File: config.mk
export PLATFORM = sky130hd
export DESIGN_NAME = vscale_htif_pcr_responder_flat
export DESIGN_NICKNAME = d
export VERILOG_FILES = /design/src/rtl/vscale_htif_pcr_responder_if.sv /design/src/rtl/vscale_htif_pcr_responder.sv /design/src/flat_wrapper.sv
export SDC_FILE = /design/constraint.sdc
export NUM_CORES = 1
export LEC_CHECK = 0
export CAP_MARGIN = 20
export CELL_PAD_IN_SITES_DETAIL_PLACEMENT = 0
export CELL_PAD_IN_SITES_GLOBAL_PLACEMENT = 1
export CORE_ASPECT_RATIO = 0.75
export CORE_MARGIN = 2
export CORE_UTILIZATION = 34
export DETAILED_ROUTE_END_ITERATION = 8
export PLACE_DENSITY = 0.84
export SKIP_LAST_GASP = 1
export SYNTH_ARGS = -nofsm -noshare
export SYNTH_HDL_FRONTEND = slang
export SYNTH_SLANG_ARGS = --single-unit
File: constraint.sdc
create_clock -name clk -period 2.6 [get_ports clk]
set_clock_uncertainty 0.05 [all_clocks]
set_input_delay 0.52 -clock clk [delete_from_list [all_inputs] [get_ports clk]]
set_output_delay 0.52 -clock clk [all_outputs]
set_load 0.01 [all_outputs]
File: src/rtl/vscale_htif_pcr_responder_if.sv
// HTIF PCR request/response channel between the host (master) and the target-side responder (slave).
interface vscale_htif_pcr_responder_if #(
    parameter int PCR_WIDTH  = 64,
    parameter int ADDR_WIDTH = 12
);
    logic                  htif_pcr_req_valid;
    logic                  htif_pcr_req_ready;
    logic                  htif_pcr_req_rw;
    logic [ADDR_WIDTH-1:0] htif_pcr_req_addr;
    logic [PCR_WIDTH-1:0]  htif_pcr_req_data;
    logic                  htif_pcr_resp_valid;
    logic                  htif_pcr_resp_ready;
    logic [PCR_WIDTH-1:0]  htif_pcr_resp_data;

    modport master (
        output htif_pcr_req_valid,
        input  htif_pcr_req_ready,
        output htif_pcr_req_rw,
        output htif_pcr_req_addr,
        output htif_pcr_req_data,
        input  htif_pcr_resp_valid,
        output htif_pcr_resp_ready,
        input  htif_pcr_resp_data
    );

    modport slave (
        input  htif_pcr_req_valid,
        output htif_pcr_req_ready,
        input  htif_pcr_req_rw,
        input  htif_pcr_req_addr,
        input  htif_pcr_req_data,
        output htif_pcr_resp_valid,
        input  htif_pcr_resp_ready,
        output htif_pcr_resp_data
    );
endinterface

File: src/rtl/vscale_htif_pcr_responder.sv
// Target-side HTIF PCR endpoint: one outstanding request, one response, and the
// tohost/fromhost mailbox registers shared with the core.
module vscale_htif_pcr_responder #(
    parameter int                    PCR_WIDTH      = 64,
    parameter int                    ADDR_WIDTH     = 12,
    parameter logic [ADDR_WIDTH-1:0] TO_HOST_ADDR   = 12'h780,
    parameter logic [ADDR_WIDTH-1:0] FROM_HOST_ADDR = 12'h781
) (
    input  logic                   clk,
    input  logic                   reset,
    vscale_htif_pcr_responder_if.slave htif,
    input  logic                   core_tohost_wen,
    input  logic [PCR_WIDTH-1:0]   core_tohost_wdata,
    output logic [PCR_WIDTH-1:0]   core_fromhost,
    input  logic                   core_fromhost_clr,
    output logic                   tohost_nonzero
);

    typedef enum logic {
        IDLE = 1'b0,
        RESP = 1'b1
    } state_t;

    state_t state_q;
    state_t state_d;

    logic                  req_valid;
    logic                  req_rw;
    logic [ADDR_WIDTH-1:0] req_addr;
    logic [PCR_WIDTH-1:0]  req_data;
    logic                  resp_ready;
    logic                  req_ready;
    logic                  resp_valid;

    logic                  accept;
    logic                  resp_done;
    logic                  hit_tohost;
    logic                  hit_fromhost;

    logic [PCR_WIDTH-1:0]  tohost_q;
    logic [PCR_WIDTH-1:0]  tohost_d;
    logic [PCR_WIDTH-1:0]  fromhost_q;
    logic [PCR_WIDTH-1:0]  fromhost_d;
    logic [PCR_WIDTH-1:0]  resp_data_p0;
    logic [PCR_WIDTH-1:0]  resp_data_d;
    logic [PCR_WIDTH-1:0]  read_value;

    assign req_valid  = htif.htif_pcr_req_valid;
    assign req_rw     = htif.htif_pcr_req_rw;
    assign req_addr   = htif.htif_pcr_req_addr;
    assign req_data   = htif.htif_pcr_req_data;
    assign resp_ready = htif.htif_pcr_resp_ready;

    assign accept       = req_valid && req_ready;
    assign resp_done    = resp_valid && resp_ready;
    assign hit_tohost   = (req_addr == TO_HOST_ADDR);
    assign hit_fromhost = (req_addr == FROM_HOST_ADDR);

    always_ff @(posedge clk) begin
        if (!reset) begin
            state_q <= IDLE;
        end else begin
            state_q <= state_d;
        end
    end

    always_comb begin
        state_d = state_q;
        case (state_q)
            IDLE:    if (accept)    state_d = RESP;
            RESP:    if (resp_done) state_d = IDLE;
            default: state_d = IDLE;
        endcase
    end

    // Ready is masked while reset is held so no request is ever seen as accepted in reset.
    always_comb begin
        req_ready  = 1'b0;
        resp_valid = 1'b0;
        case (state_q)
            IDLE:    req_ready  = reset;
            RESP:    resp_valid = 1'b1;
            default: begin
                req_ready  = 1'b0;
                resp_valid = 1'b0;
            end
        endcase
    end

    // Both reads and swap-writes return the value held before the accept edge.
    always_comb begin
        read_value = '0;
        if (hit_tohost) begin
            read_value = tohost_q;
        end else if (hit_fromhost) begin
            read_value = fromhost_q;
        end
    end

    always_comb begin
        resp_data_d = resp_data_p0;
        if (accept) begin
            resp_data_d = read_value;
        end
    end

    // Core tohost write is applied last so it beats both the read-clear and a host write.
    always_comb begin
        tohost_d = tohost_q;
        if (accept && hit_tohost) begin
            tohost_d = req_rw ? req_data : '0;
        end
        if (core_tohost_wen) begin
            tohost_d = core_tohost_wdata;
        end
    end

    // Host fromhost write is applied last so it beats a simultaneous core clear.
    always_comb begin
        fromhost_d = fromhost_q;
        if (core_fromhost_clr) begin
            fromhost_d = '0;
        end
        if (accept && hit_fromhost && req_rw) begin
            fromhost_d = req_data;
        end
    end

    // ---- stage p0: response data and mailbox registers ----
    always_ff @(posedge clk) begin
        if (!reset) begin
            tohost_q     <= '0;
            fromhost_q   <= '0;
            resp_data_p0 <= '0;
        end else begin
            tohost_q     <= tohost_d;
            fromhost_q   <= fromhost_d;
            resp_data_p0 <= resp_data_d;
        end
    end

    assign htif.htif_pcr_req_ready  = req_ready;
    assign htif.htif_pcr_resp_valid = resp_valid;
    assign htif.htif_pcr_resp_data  = resp_data_p0;

    assign core_fromhost  = fromhost_q;
    assign tohost_nonzero = |tohost_q;

endmodule
File: src/flat_wrapper.sv
// flat-port wrapper written by rule: the top's interface ports become plain ports
module vscale_htif_pcr_responder_flat 
#(
    parameter int                    PCR_WIDTH      = 64,
    parameter int                    ADDR_WIDTH     = 12,
    parameter logic [ADDR_WIDTH-1:0] TO_HOST_ADDR   = 12'h780,
    parameter logic [ADDR_WIDTH-1:0] FROM_HOST_ADDR = 12'h781
)
  (clk, reset, core_tohost_wen, core_tohost_wdata, core_fromhost, core_fromhost_clr, tohost_nonzero, htif_htif_pcr_req_valid, htif_htif_pcr_req_ready, htif_htif_pcr_req_rw, htif_htif_pcr_req_addr, htif_htif_pcr_req_data, htif_htif_pcr_resp_valid, htif_htif_pcr_resp_ready, htif_htif_pcr_resp_data);
  vscale_htif_pcr_responder_if #(.PCR_WIDTH(PCR_WIDTH), .ADDR_WIDTH(ADDR_WIDTH)) htif_i ();
  input  logic clk;
  input  logic reset;
  input  logic core_tohost_wen;
  input  logic [PCR_WIDTH-1:0] core_tohost_wdata;
  output logic [PCR_WIDTH-1:0] core_fromhost;
  input  logic core_fromhost_clr;
  output logic tohost_nonzero;
  input wire logic [$bits(htif_i.htif_pcr_req_valid)-1:0] htif_htif_pcr_req_valid;
  output wire logic [$bits(htif_i.htif_pcr_req_ready)-1:0] htif_htif_pcr_req_ready;
  input wire logic [$bits(htif_i.htif_pcr_req_rw)-1:0] htif_htif_pcr_req_rw;
  input wire logic [$bits(htif_i.htif_pcr_req_addr)-1:0] htif_htif_pcr_req_addr;
  input wire logic [$bits(htif_i.htif_pcr_req_data)-1:0] htif_htif_pcr_req_data;
  output wire logic [$bits(htif_i.htif_pcr_resp_valid)-1:0] htif_htif_pcr_resp_valid;
  input wire logic [$bits(htif_i.htif_pcr_resp_ready)-1:0] htif_htif_pcr_resp_ready;
  output wire logic [$bits(htif_i.htif_pcr_resp_data)-1:0] htif_htif_pcr_resp_data;
  assign htif_i.htif_pcr_req_valid = htif_htif_pcr_req_valid;
  assign htif_htif_pcr_req_ready = htif_i.htif_pcr_req_ready;
  assign htif_i.htif_pcr_req_rw = htif_htif_pcr_req_rw;
  assign htif_i.htif_pcr_req_addr = htif_htif_pcr_req_addr;
  assign htif_i.htif_pcr_req_data = htif_htif_pcr_req_data;
  assign htif_htif_pcr_resp_valid = htif_i.htif_pcr_resp_valid;
  assign htif_i.htif_pcr_resp_ready = htif_htif_pcr_resp_ready;
  assign htif_htif_pcr_resp_data = htif_i.htif_pcr_resp_data;
  vscale_htif_pcr_responder #(.PCR_WIDTH(PCR_WIDTH), .ADDR_WIDTH(ADDR_WIDTH), .TO_HOST_ADDR(TO_HOST_ADDR), .FROM_HOST_ADDR(FROM_HOST_ADDR)) u_core (.clk(clk), .reset(reset), .htif(htif_i), .core_tohost_wen(core_tohost_wen), .core_tohost_wdata(core_tohost_wdata), .core_fromhost(core_fromhost), .core_fromhost_clr(core_fromhost_clr), .tohost_nonzero(tohost_nonzero));
endmodule
# Word level (Yosys, flattened, before mapping)
# Index checks and enable logic that the tools add are counted.
[word_totals]
inputBits = 147
reg_bits = 193
output_inout_bits = 131
[op_classes]
reduce_logical = 8
eq_ne = 2
n_mux = 12
bitwise_logic = 1
[ops]
columns = ["cell", "n"]
rows = [
  ["two-way mux 64 bit", 7],
  ["OR reduction 64 bit", 1],
  ["equality test 12 x 11 -> 1 bit, second input constant", 2],
  ["logical AND 1 bit", 5],
  ["two-way mux 1 bit", 4],
  ["nonzero test 2 bit", 2],
  ["case mux 1 bit (2 select lines)", 1],
  ["inverter 1 bit", 1],
]

# Longest topological paths before layout
# Gate-level depths: netlist of the first run.
[depth]
depth_word = 5
ltp_mapped = 7
mapped_depth_nobuf = 4

# Least setup slack after synthesis of the first run
# Ideal clock, no wire load.
[synth_timing]
path_kind = "input to register"
startpoint = "input port htif_htif_pcr_req_addr[1]"
endpoint = "register u_core.tohost_q[56]"
arrival_ns = 2.207
t_required_ns = 2.426
path_buffers = 3
cell_stages = 7
setup_slack_ns = 0.219
cell_sequence = "or4_1 > buf_2 > or4_1 > buf_2 > buf_6 > a211oi_1 > nor3_1"
[synth_between]
elab_chain_cells = 3
[synth_rtl]
columns = ["element", "line", "rtl"]
rows = [
  ["start: declaration", "flat_wrapper.sv:21", "input wire logic [$bits(htif_i.htif_pcr_req_addr)-1:0] htif_htif_pcr_req_addr;"],
  ["equality test 12 x 11 -> 1 bit", "vscale_htif_pcr_responder.sv:56", "assign hit_tohost = (req_addr == TO_HOST_ADDR);"],
  ["logical AND 1 bit", "vscale_htif_pcr_responder.sv:110", "if (accept && hit_tohost) begin"],
  ["nonzero test 2 bit (no line)", "n/a", ""],
  ["end signal: assignment", "vscale_htif_pcr_responder.sv:136", "tohost_q <= tohost_d;"],
  ["end: declaration", "vscale_htif_pcr_responder.sv:40", "logic [PCR_WIDTH-1:0] tohost_q;"],
]
# Every way passes these cells.
# A chain may end at the register's enable or synchronous reset.

# Worst setup path after layout of the first run
[layout_timing]
startpoint = "register u_core.tohost_q[33]"
endpoint = "output port tohost_nonzero"
[layout_between]
elab_chain_cells = 1
[layout_rtl]
columns = ["element", "line", "rtl"]
rows = [
  ["OR reduction 64 bit", "vscale_htif_pcr_responder.sv:147", "assign tohost_nonzero = |tohost_q;"],
  ["end: declaration", "flat_wrapper.sv:17", "output logic tohost_nonzero;"],
]
# Every way passes these cells.

==> results of run 1 <==
[layer usage]
metal  global-route usage [%]  vias to the layer above  share of wire, %
li1                         -                     3908                 -
met1                     34.0                     4098                45
met2                     37.1                      392                45
met3                     5.86                       34               8.4
met4                     6.60                        0               1.6
met5                        0                        -                 0
[final timing paths]
kind                                           start                                 end  slack [ps]  cells past startpoint
setup / recovery                 u_core.tohost_q[33]                      tohost_nonzero         -70                      5
hold / removal    u_core.htif.htif_pcr_resp_data[55]  u_core.htif.htif_pcr_resp_data[55]         410                      2
setup reg to reg                      u_core.state_q                 u_core.tohost_q[63]         420                      5
hold reg to reg   u_core.htif.htif_pcr_resp_data[55]  u_core.htif.htif_pcr_resp_data[55]         410                      2
[cells by family after synthesis]
logic type / after synthesis / share of synthesized area [%]
buffers and inverters: 99 / 6.08
multiplexers: 13 / 1.56
flip-flops: 193 / 46.2
AO/OA/AOI/OAI: 177 / 16.8
AND/OR/NAND/NOR: 439 / 29.3
[flip-flops by register name (all words and copies together) (netlist names)]
name                            cells
u_core.core_fromhost               64
u_core.htif.htif_pcr_resp_data     64
u_core.state_q                      1
u_core.tohost_q                    64
[synth_stat cells (5+ instances only)]
cell type	count	area, um2
clkbuf_8	5	68.8
nor4_1	16	100
buf_1	7	26.3
o21ai_0	37	185
nand3b_1	64	480
nand3_1	80	400
clkbuf_1	56	210
dfxtp_1	193	3860
a21boi_1	30	225
or4_1	5	37.5
buf_2	21	105
and3_1	51	319
a221o_1	24	240
nand4_1	44	275
a221o_2	27	304
a211oi_1	22	165
nand2_1	117	439
nor3_1	48	240
buf_6	8	90.1
a21boi_0	35	263
mux2i_1	13	130
[power breakdown]
group          internal (W)  switching (W)  total, W
registers           0.00302      0.0000711   0.00309
logic              0.000338       0.000293  0.000631
clock network       0.00147        0.00131   0.00279
[per-stage QoR]
step | cell area [um2] | std cells | TNS [ps] | setup WS, ps | power (W)
2_1_floorplan | 8360 | 921 | 0 | 219 | 0.00336
6_report | 12300 | 1513 | -72.5 | -72.5 | 0.00651
5_1_grt | 12300 | 1513 | -175 | -175 | 0.00672
3_5_place_dp | 11600 | 1481 | -71470 | -482 | 0.00377
3_3_place_gp | 11600 | 1481 | -68670 | -468 | 0.00377
4_1_cts | 12300 | 1513 | -101 | -101 | 0.00654
[area by class of cell]
| cell class | instances | area, um2 |
|---|---|---|
| Multi-Input combinational cell | 629 | 4060 |
| Fill cell | 2252 | 11700 |
| Inverter | 2 | 7.51 |
| Timing Repair Buffer | 326 | 3350 |
| Sequential cell | 193 | 3870 |
| Clock inverter | 15 | 200 |
| Tap cell | 331 | 414 |
| Clock buffer | 17 | 425 |
[what timing repair did]
item | 4_1_cts | 5_1_grt
resized for setup | 10 | 6
setup endpoints to repair | 7 | 5
pin swaps | 1 | 1
[worst max-delay path, cell delays in order, from the launching register on]
cell and delay [ps]:
dfxtp_2 350, nor4_4 340, buf_4 180, nand4_1 90, or4_4 540, buf_2 170
==> run_results.csv, run 1 <==
group,metric,value,unit
floorplanning,die_x,185,um
place,routabilityCongestion,0.824,
timing,final.period_utilization,103,%
timing,layout_setup_ws,-72.5,ps
detailed_routing,drc_errors,0,
clocking,cts_buffers,17,
detailed_routing,avgViaCountPerCell,5.57,
floorplanning,fp.dieH,140,um
logic_synthesis,netlist_area,8360,um2
status,status,"complete, but fails checks",
clocking,clock-sinks,193,
detailed_routing,ant_nets,0,
global_route,grt_pass1_vias,8102,
clocking,cts_hold_buf,0,
critical_path,cp.arrival,2100,ps
global_route,grt_usage,24.2,%
finish,layout.nets,1316,
place,place.detailed.hpwl,21900,um
clocking,worstSkewPairLatency,440,ps
job,maxCapViolations,0,
global_route,grt_max_degree,81,
logic_synthesis,ys_async_sr_fraction,0,%
logic_synthesis,ys_types,31,
timing,slew-limit-headroom,43.7,%
timing,finalCriticalPeriod,2670,ps
global_route,grt_pass1_wl,47900,um
finish,final_common_cell,"clkdlybuf4s50_1",
timing,rsz0062_at_grt,"true",
detailed_routing,drt_pre_antenna_iters,7,
timing,finalHoldViolations,0,
power,power_density,528,nW/um2
global_route,antenna_found_initial,1,
finish,layout_common_cells,"clkdlybuf4s50_1, dfxtp_1, nand2_1",
floorplanning,rows,49,
finish,syn_to_final_growth,47.3,%
logic_synthesis,mappedNetlistNets,1068,
floorplanning,die_area,25900,um2
critical_path,crit_type,"register to output port",
detailed_routing,drt_iter0_markers,718,
clocking,cts_tree,"done",
detailed_routing,vias,8432,
power,ir_drop,441,uV
critical_path,critPathRequiredTime,2030,ps
clocking,root_buffer,"clkbuf_16",
logic_synthesis,synth_ff_type,"dfxtp_1",
logic_synthesis,synth-seq-cells,193,
power,p_leak,4.55,nW
logic_synthesis,yosysSeqAreaShare,46.2,%
clocking,cts_buffer_depth,2,
floorplanning,ios,278,
floorplanning,start_util,34.8,%
timing,worstMarginPinSlew,845,ps
timing,setup_violations,1,
floorplanning,core-area,24000,um2
timing,fmax,374,MHz
status,violations,"setup timing",
finish,diodes,0,
timing,hold_slack,411,ps
clocking,path_clk_slew,80,ps
logic_synthesis,synth-edff-count,0,
critical_path,critPathLaunchType,"register",
detailed_routing,post_drt_wl_per_cell,21.2,um
finish,drive_gt1_share,11.4,%
logic_synthesis,synth-warning-count,0,
logic_synthesis,syn_avg_cell_area,9.08,um2
detailed_routing,wl,32000,um
critical_path,endpoint_kind,"output port",
logic_synthesis,syn_inst,921,
worst_hold_path,hold_path.class,"register to register",
timing,report.final.slew_viol_count,0,
finish,fin_util,51.2,%
place,numPortBuffers,277,
global_route,globalRouteOverflowTotal,0,
clocking,htree_num_levels,4,
clocking,postCtsSetupBuffers,0,
critical_path,crit_fanout,3,
Note: power is estimated with default switching activity, not from simulation.
==> inputs of run 2 (changes only) <==
- GPL_TIMING_DRIVEN: not set -> 0
==> run 2 against run 1 <==
The flow still finishes with violations (setup timing). Non-clock buffer count rose by 55. Final area up 0.51%. Global-route usage grew 1.9 points.
==> run_results.csv, run 2 (synthesized netlist as in run 1, its figures left out) <==
group,metric,value,unit
status,status,"complete, but fails checks",
status,violations,"setup timing",
power,power,0.00664,W
finish,design_area,12400,um2
detailed_routing,vias,8721,
floorplanning,rows,49,
floorplanning,ios,278,
worst_hold_path,hold_path.class,"register to register",
timing,hold_slack,408,ps
timing,slew-limit-headroom,47.4,%
place,numPortBuffers,275,
timing,fin_tns_setup,-107,ps
critical_path,endpoint_kind,"output port",
global_route,antenna_found_initial,2,
clocking,clock-sinks,193,
critical_path,crit_fanout,3,
clocking,cts_tree,"done",
global_route,grt_pass1_vias,8428,
critical_path,crit_type,"register to output port",
place,routabilityCongestion,0.869,
timing,rsz0062_at_grt,"true",
power,p_leak,4.54,nW
place,place.detailed.hpwl,25500,um
finish,layout_common_cells,"clkdlybuf4s50_1, dfxtp_1, nand2_1",
global_route,grt_usage,26.1,%
floorplanning,start_util,34.8,%
clocking,root_buffer,"clkbuf_16",
finish,syn_to_final_growth,48.1,%
timing,finalHoldViolations,0,
floorplanning,core-area,24000,um2
clocking,path_clk_slew,70,ps
detailed_routing,drt_iter0_markers,777,
global_route,grt_pass1_wl,51000,um
timing,final.period_utilization,104,%
timing,layout_setup_ws,-107,ps
finish,final_common_cell,"clkdlybuf4s50_1",
detailed_routing,post_drt_wl_per_cell,22.0,um
clocking,worstSkewPairLatency,440,ps
floorplanning,die_area,25900,um2
floorplanning,fp.dieH,140,um
global_route,grt_max_degree,20,
place,dpl_cell_area,11500,um2
floorplanning,die_x,185,um
finish,layout.nets,1371,
finish,fin_util,51.5,%
clocking,cts_hold_buf,0,
critical_path,cp.arrival,2140,ps
detailed_routing,wl,34500,um
clocking,cts_buffer_depth,2,
critical_path,critPathLaunchType,"register",
detailed_routing,avgViaCountPerCell,5.56,
timing,finalCriticalPeriod,2710,ps
clocking,htree_num_levels,4,
power,power_density,536,nW/um2
clocking,cts_buffers,17,
critical_path,critPathRequiredTime,2030,ps
detailed_routing,ant_nets,0,
detailed_routing,drt_pre_antenna_iters,5,
job,maxCapViolations,0,
timing,worstMarginPinSlew,788,ps
timing,setup_violations,1,
global_route,globalRouteOverflowTotal,0,
power,ir_drop,436,uV
timing,report.final.slew_viol_count,0,
finish,drive_gt1_share,9.78,%
timing,fmax,369,MHz
detailed_routing,drc_errors,0,
==> run 2: worst max-delay path, cell delays in order, from the launching register on <==
cell      delay [ps]
dfxtp_1          340
nor4_1           460
nand4_1          210
or4_1            530
clkbuf_2         170
==> run 2: path summary, 6_finish.rpt <==
kind                                      startpoint                            endpoint  slack [ps]  cells after the start
setup / recovery                 u_core.tohost_q[28]                      tohost_nonzero        -110                      4
hold / removal    u_core.htif.htif_pcr_resp_data[61]  u_core.htif.htif_pcr_resp_data[61]         410                      2
setup reg to reg                      u_core.state_q  u_core.htif.htif_pcr_resp_data[17]         360                      7
hold reg to reg   u_core.htif.htif_pcr_resp_data[61]  u_core.htif.htif_pcr_resp_data[61]         410                      2
==> run 2: timing repair <==
| action | 4_1_cts | 5_1_grt |
|---|---|---|
| cloned | 1 | 1 |
| buffers inserted | 5 | 3 |
| gates resized for setup | 10 | 21 |
| pin swaps | 5 | 3 |
| setup endpoints to repair | 123 | 115 |
==> run 2: area by class of cell <==
type,count,area [um2]
clock inverters,13,201
diodes,1,2.50
flip-flops and latches,193,3860
fillers,2316,11700
clock buffers,19,443
plain buffers,96,532
well taps,331,414
inverters,2,7.51
repair buffers,285,2860
multi-input cells,629,4050
==> run 2: stage by stage <==
| stage | setup WS (ps) | std cells |
|---|---|---|
| 3_3_place_gp | -801 | 1527 |
| 6_report | -107 | 1569 |
| 2_1_floorplan | 219 | 921 |
| 3_5_place_dp | -867 | 1527 |
| 5_1_grt | -208 | 1568 |
| 4_1_cts | -284 | 1564 |
==> run 2: routing by layer <==
| metal | routed length (um) | GRT usage, % | up-vias |
|---|---|---|---|
| met3 | 2960 | 5.55 | 45 |
| met1 | 16000 | 37.8 | 4223 |
| li1 | - | - | 4036 |
| met5 | 12 | 0 | - |
| met4 | 595 | 7.10 | 2 |
| met2 | 15000 | 39.1 | 415 |
==> run 2: report_power, final <==
| part | switching, W | internal, W |
|---|---|---|
| Combinational | 0.000308 | 0.000316 |
| Clock | 0.00126 | 0.00166 |
| Sequential | 0.0000766 | 0.00302 |
| Total | 0.00164 | 0.00500 |
==> inputs of run 3 (changes only) <==
- CORE_MARGIN: 2 -> not set
==> run 3 against run 2 <==
The flow still finishes with violations (setup timing). Register-to-register slack got worse by 120 ps. Sequential power about the same. Critical endpoint unchanged. Combinational power about the same. Critical path depth unchanged. Hold slack improved by 4.4 ps. Clock power decreased by 4%. Largest power group unchanged. Maximum frequency decreased by 3.9%. Power decreased by 1.9%. Global-route usage increased by 0.56 points.
==> run_results.csv, run 3 (synthesized netlist as in run 1, its figures left out) <==
group,metric,value,unit
status,status,"complete, but fails checks",
status,violations,"setup timing",
clocking,root_buffer,"clkbuf_16",
clocking,clock-sinks,193,
timing,rsz0062_at_grt,"true",
global_route,antenna_found_initial,2,
floorplanning,die_area,25200,um2
critical_path,crit_buf_inv,1,
critical_path,crit_type,"register to output port",
finish,syn_to_final_growth,46.8,%
power,p_leak,4.50,nW
clocking,cts_buffers,17,
detailed_routing,vias,8716,
detailed_routing,wl,34100,um
floorplanning,fp.dieH,138,um
finish,drive_gt1_share,9.47,%
detailed_routing,drt_iter0_markers,821,
critical_path,critPathLaunchType,"register",
timing,layout_setup_ws,-217,ps
worst_hold_path,hp-start,"u_core.htif.htif_pcr_resp_data[53]",
finish,final_common_cell,"clkdlybuf4s50_1",
power,switchingPower,0.00164,W
finish,layout.nets,1369,
timing,setup_violations,1,
place,dp.cells,1527,
job,maxCapViolations,0,
global_route,grt_pass1_wl,50000,um
critical_path,cp_top_family,"simple AND/OR/NAND/NOR gates",
floorplanning,die_x,183,um
global_route,grt_usage,26.7,%
critical_path,slowest_stage,"nor4_1",
timing,finalCriticalPeriod,2820,ps
critical_path,regToRegStartpoint,"u_core.state_q",
finish,layout.cells.non_filler,1568,
place,place.detailed.hpwl,25100,um
critical_path,cpPeakStageDelay,590,ps
power,swShare,25.2,%
critical_path,crit_start,"u_core.tohost_q[52]",
global_route,grt_pass1_vias,8112,
power,ir_drop,447,uV
place,dpl_cell_area,11500,um2
timing,hold_slack,413,ps
clocking,path_clk_slew,70,ps
floorplanning,core-area,24000,um2
clocking,htree_num_levels,4,
detailed_routing,drc_errors,0,
timing,report.final.slew_viol_count,0,
timing,finalHoldViolations,0,
detailed_routing,avgViaCountPerCell,5.56,
timing,worstMarginPinSlew,757,ps
detailed_routing,ant_nets,0,
clocking,cts_buffer_depth,2,
clocking,worstSkewPairLatency,440,ps
finish,layout_common_cells,"clkdlybuf4s50_1, dfxtp_1, nand2_1",
power,power_density,531,nW/um2
finish,design_area,12300,um2
clocking,cts_tree,"done",
global_route,globalRouteOverflowTotal,0,
detailed_routing,post_drt_wl_per_cell,21.8,um
critical_path,critPathRequiredTime,2030,ps
detailed_routing,drt_pre_antenna_iters,5,
power,p_int,0.00487,W
critical_path,cp.arrival,2250,ps
critical_path,cp_cell_sequence,"nor4_1 -> nand4_1 -> or4_4 -> clkbuf_2",
floorplanning,rows,49,
worst_hold_path,hold_path.class,"register to register",
critical_path,endpoint_kind,"output port",
timing,slew-limit-headroom,49.5,%
place,routabilityCongestion,0.874,
floorplanning,ios,278,
critical_path,crit_fanout,3,
timing,fmax,355,MHz
power,power_frac_seq,47.5,%
power,clkPwrFrac,42.9,%
power,power,0.00651,W
place,numPortBuffers,275,
floorplanning,start_util,34.8,%
global_route,grt_max_degree,20,
power,p_comb_share,9.6,%
clocking,cts_hold_buf,0,
timing,final.period_utilization,108,%
run 3: changes by cell type in the layout (fill, tap and decap cells not counted), sizes merged:
cell,before,now
clkbuf,79,82
bufinv,4,3
buf,47,42
inv,6,7
diode,1,2
clkinv,2,1
clkinvlp,3,4
run 3: path summary, 6_finish.rpt:
kind | slack [ps] | depth (start not counted) | end
min reg2reg | 410 | 2 | u_core.htif.htif_pcr_resp_data[53]
min | 410 | 2 | u_core.htif.htif_pcr_resp_data[53]
max | -220 | 4 | tohost_nonzero
max reg2reg | 240 | 6 | u_core.htif.htif_pcr_resp_data[43]
run 3: layout make-up:
type | count | area, um2
fillers | 2248 | 11800
multi-input cells | 629 | 4040
flip-flops and latches | 193 | 3870
repair buffers | 284 | 2820
plain buffers | 95 | 513
clock buffers | 19 | 433
well taps | 331 | 414
clock inverters | 13 | 176
inverters | 2 | 7.51
diodes | 2 | 5.00
run 3: what timing repair did:
item / in CTS / in global routing
setup endpoints to repair: 162 / 1
setup buffers: 7 / 0
pin swaps: 5 / 3
resized for setup: 13 / 6
gates cloned: 2 / 0
run 3: stage by stage:
step / utilization, % / setup WS (ps) / setup TNS, ps
final: 51.1 / -217 / -217
after global routing: 51.1 / -241 / -241
after CTS: 51.0 / -323 / -323
after detailed placement: 48.0 / -899 / -115890
after global placement: 48.0 / -847 / -109130
after floorplan: - / 219 / 0
run 3: worst reg2reg max path: cells and delay by family, from the launching register on:
kind / cells / cell delay (ps)
DFF: 1 / 360
AOI/OAI and AO/OA: 1 / 160
buffers and inverters: 2 / 420
and+or+nand+nor: 3 / 1330
run 3: routing by layer:
metal	global-route usage (%)	share of wire [%]	up-vias
met5	0	0	-
met4	6.71	1.5	0
met3	6.05	8.8	41
met2	39.9	43	460
met1	38.4	47	4174
li1	-	-	4041
run 3: power by group through the flow:
stage                     Sequential (W)  Clock (W)  Combinational, W
after global routing             0.00310    0.00293          0.000659
final                            0.00310    0.00279          0.000624
after floorplan                  0.00312          0          0.000236
after global placement           0.00315          0          0.000606
after CTS                        0.00309    0.00281          0.000615
after detailed placement         0.00316          0          0.000607
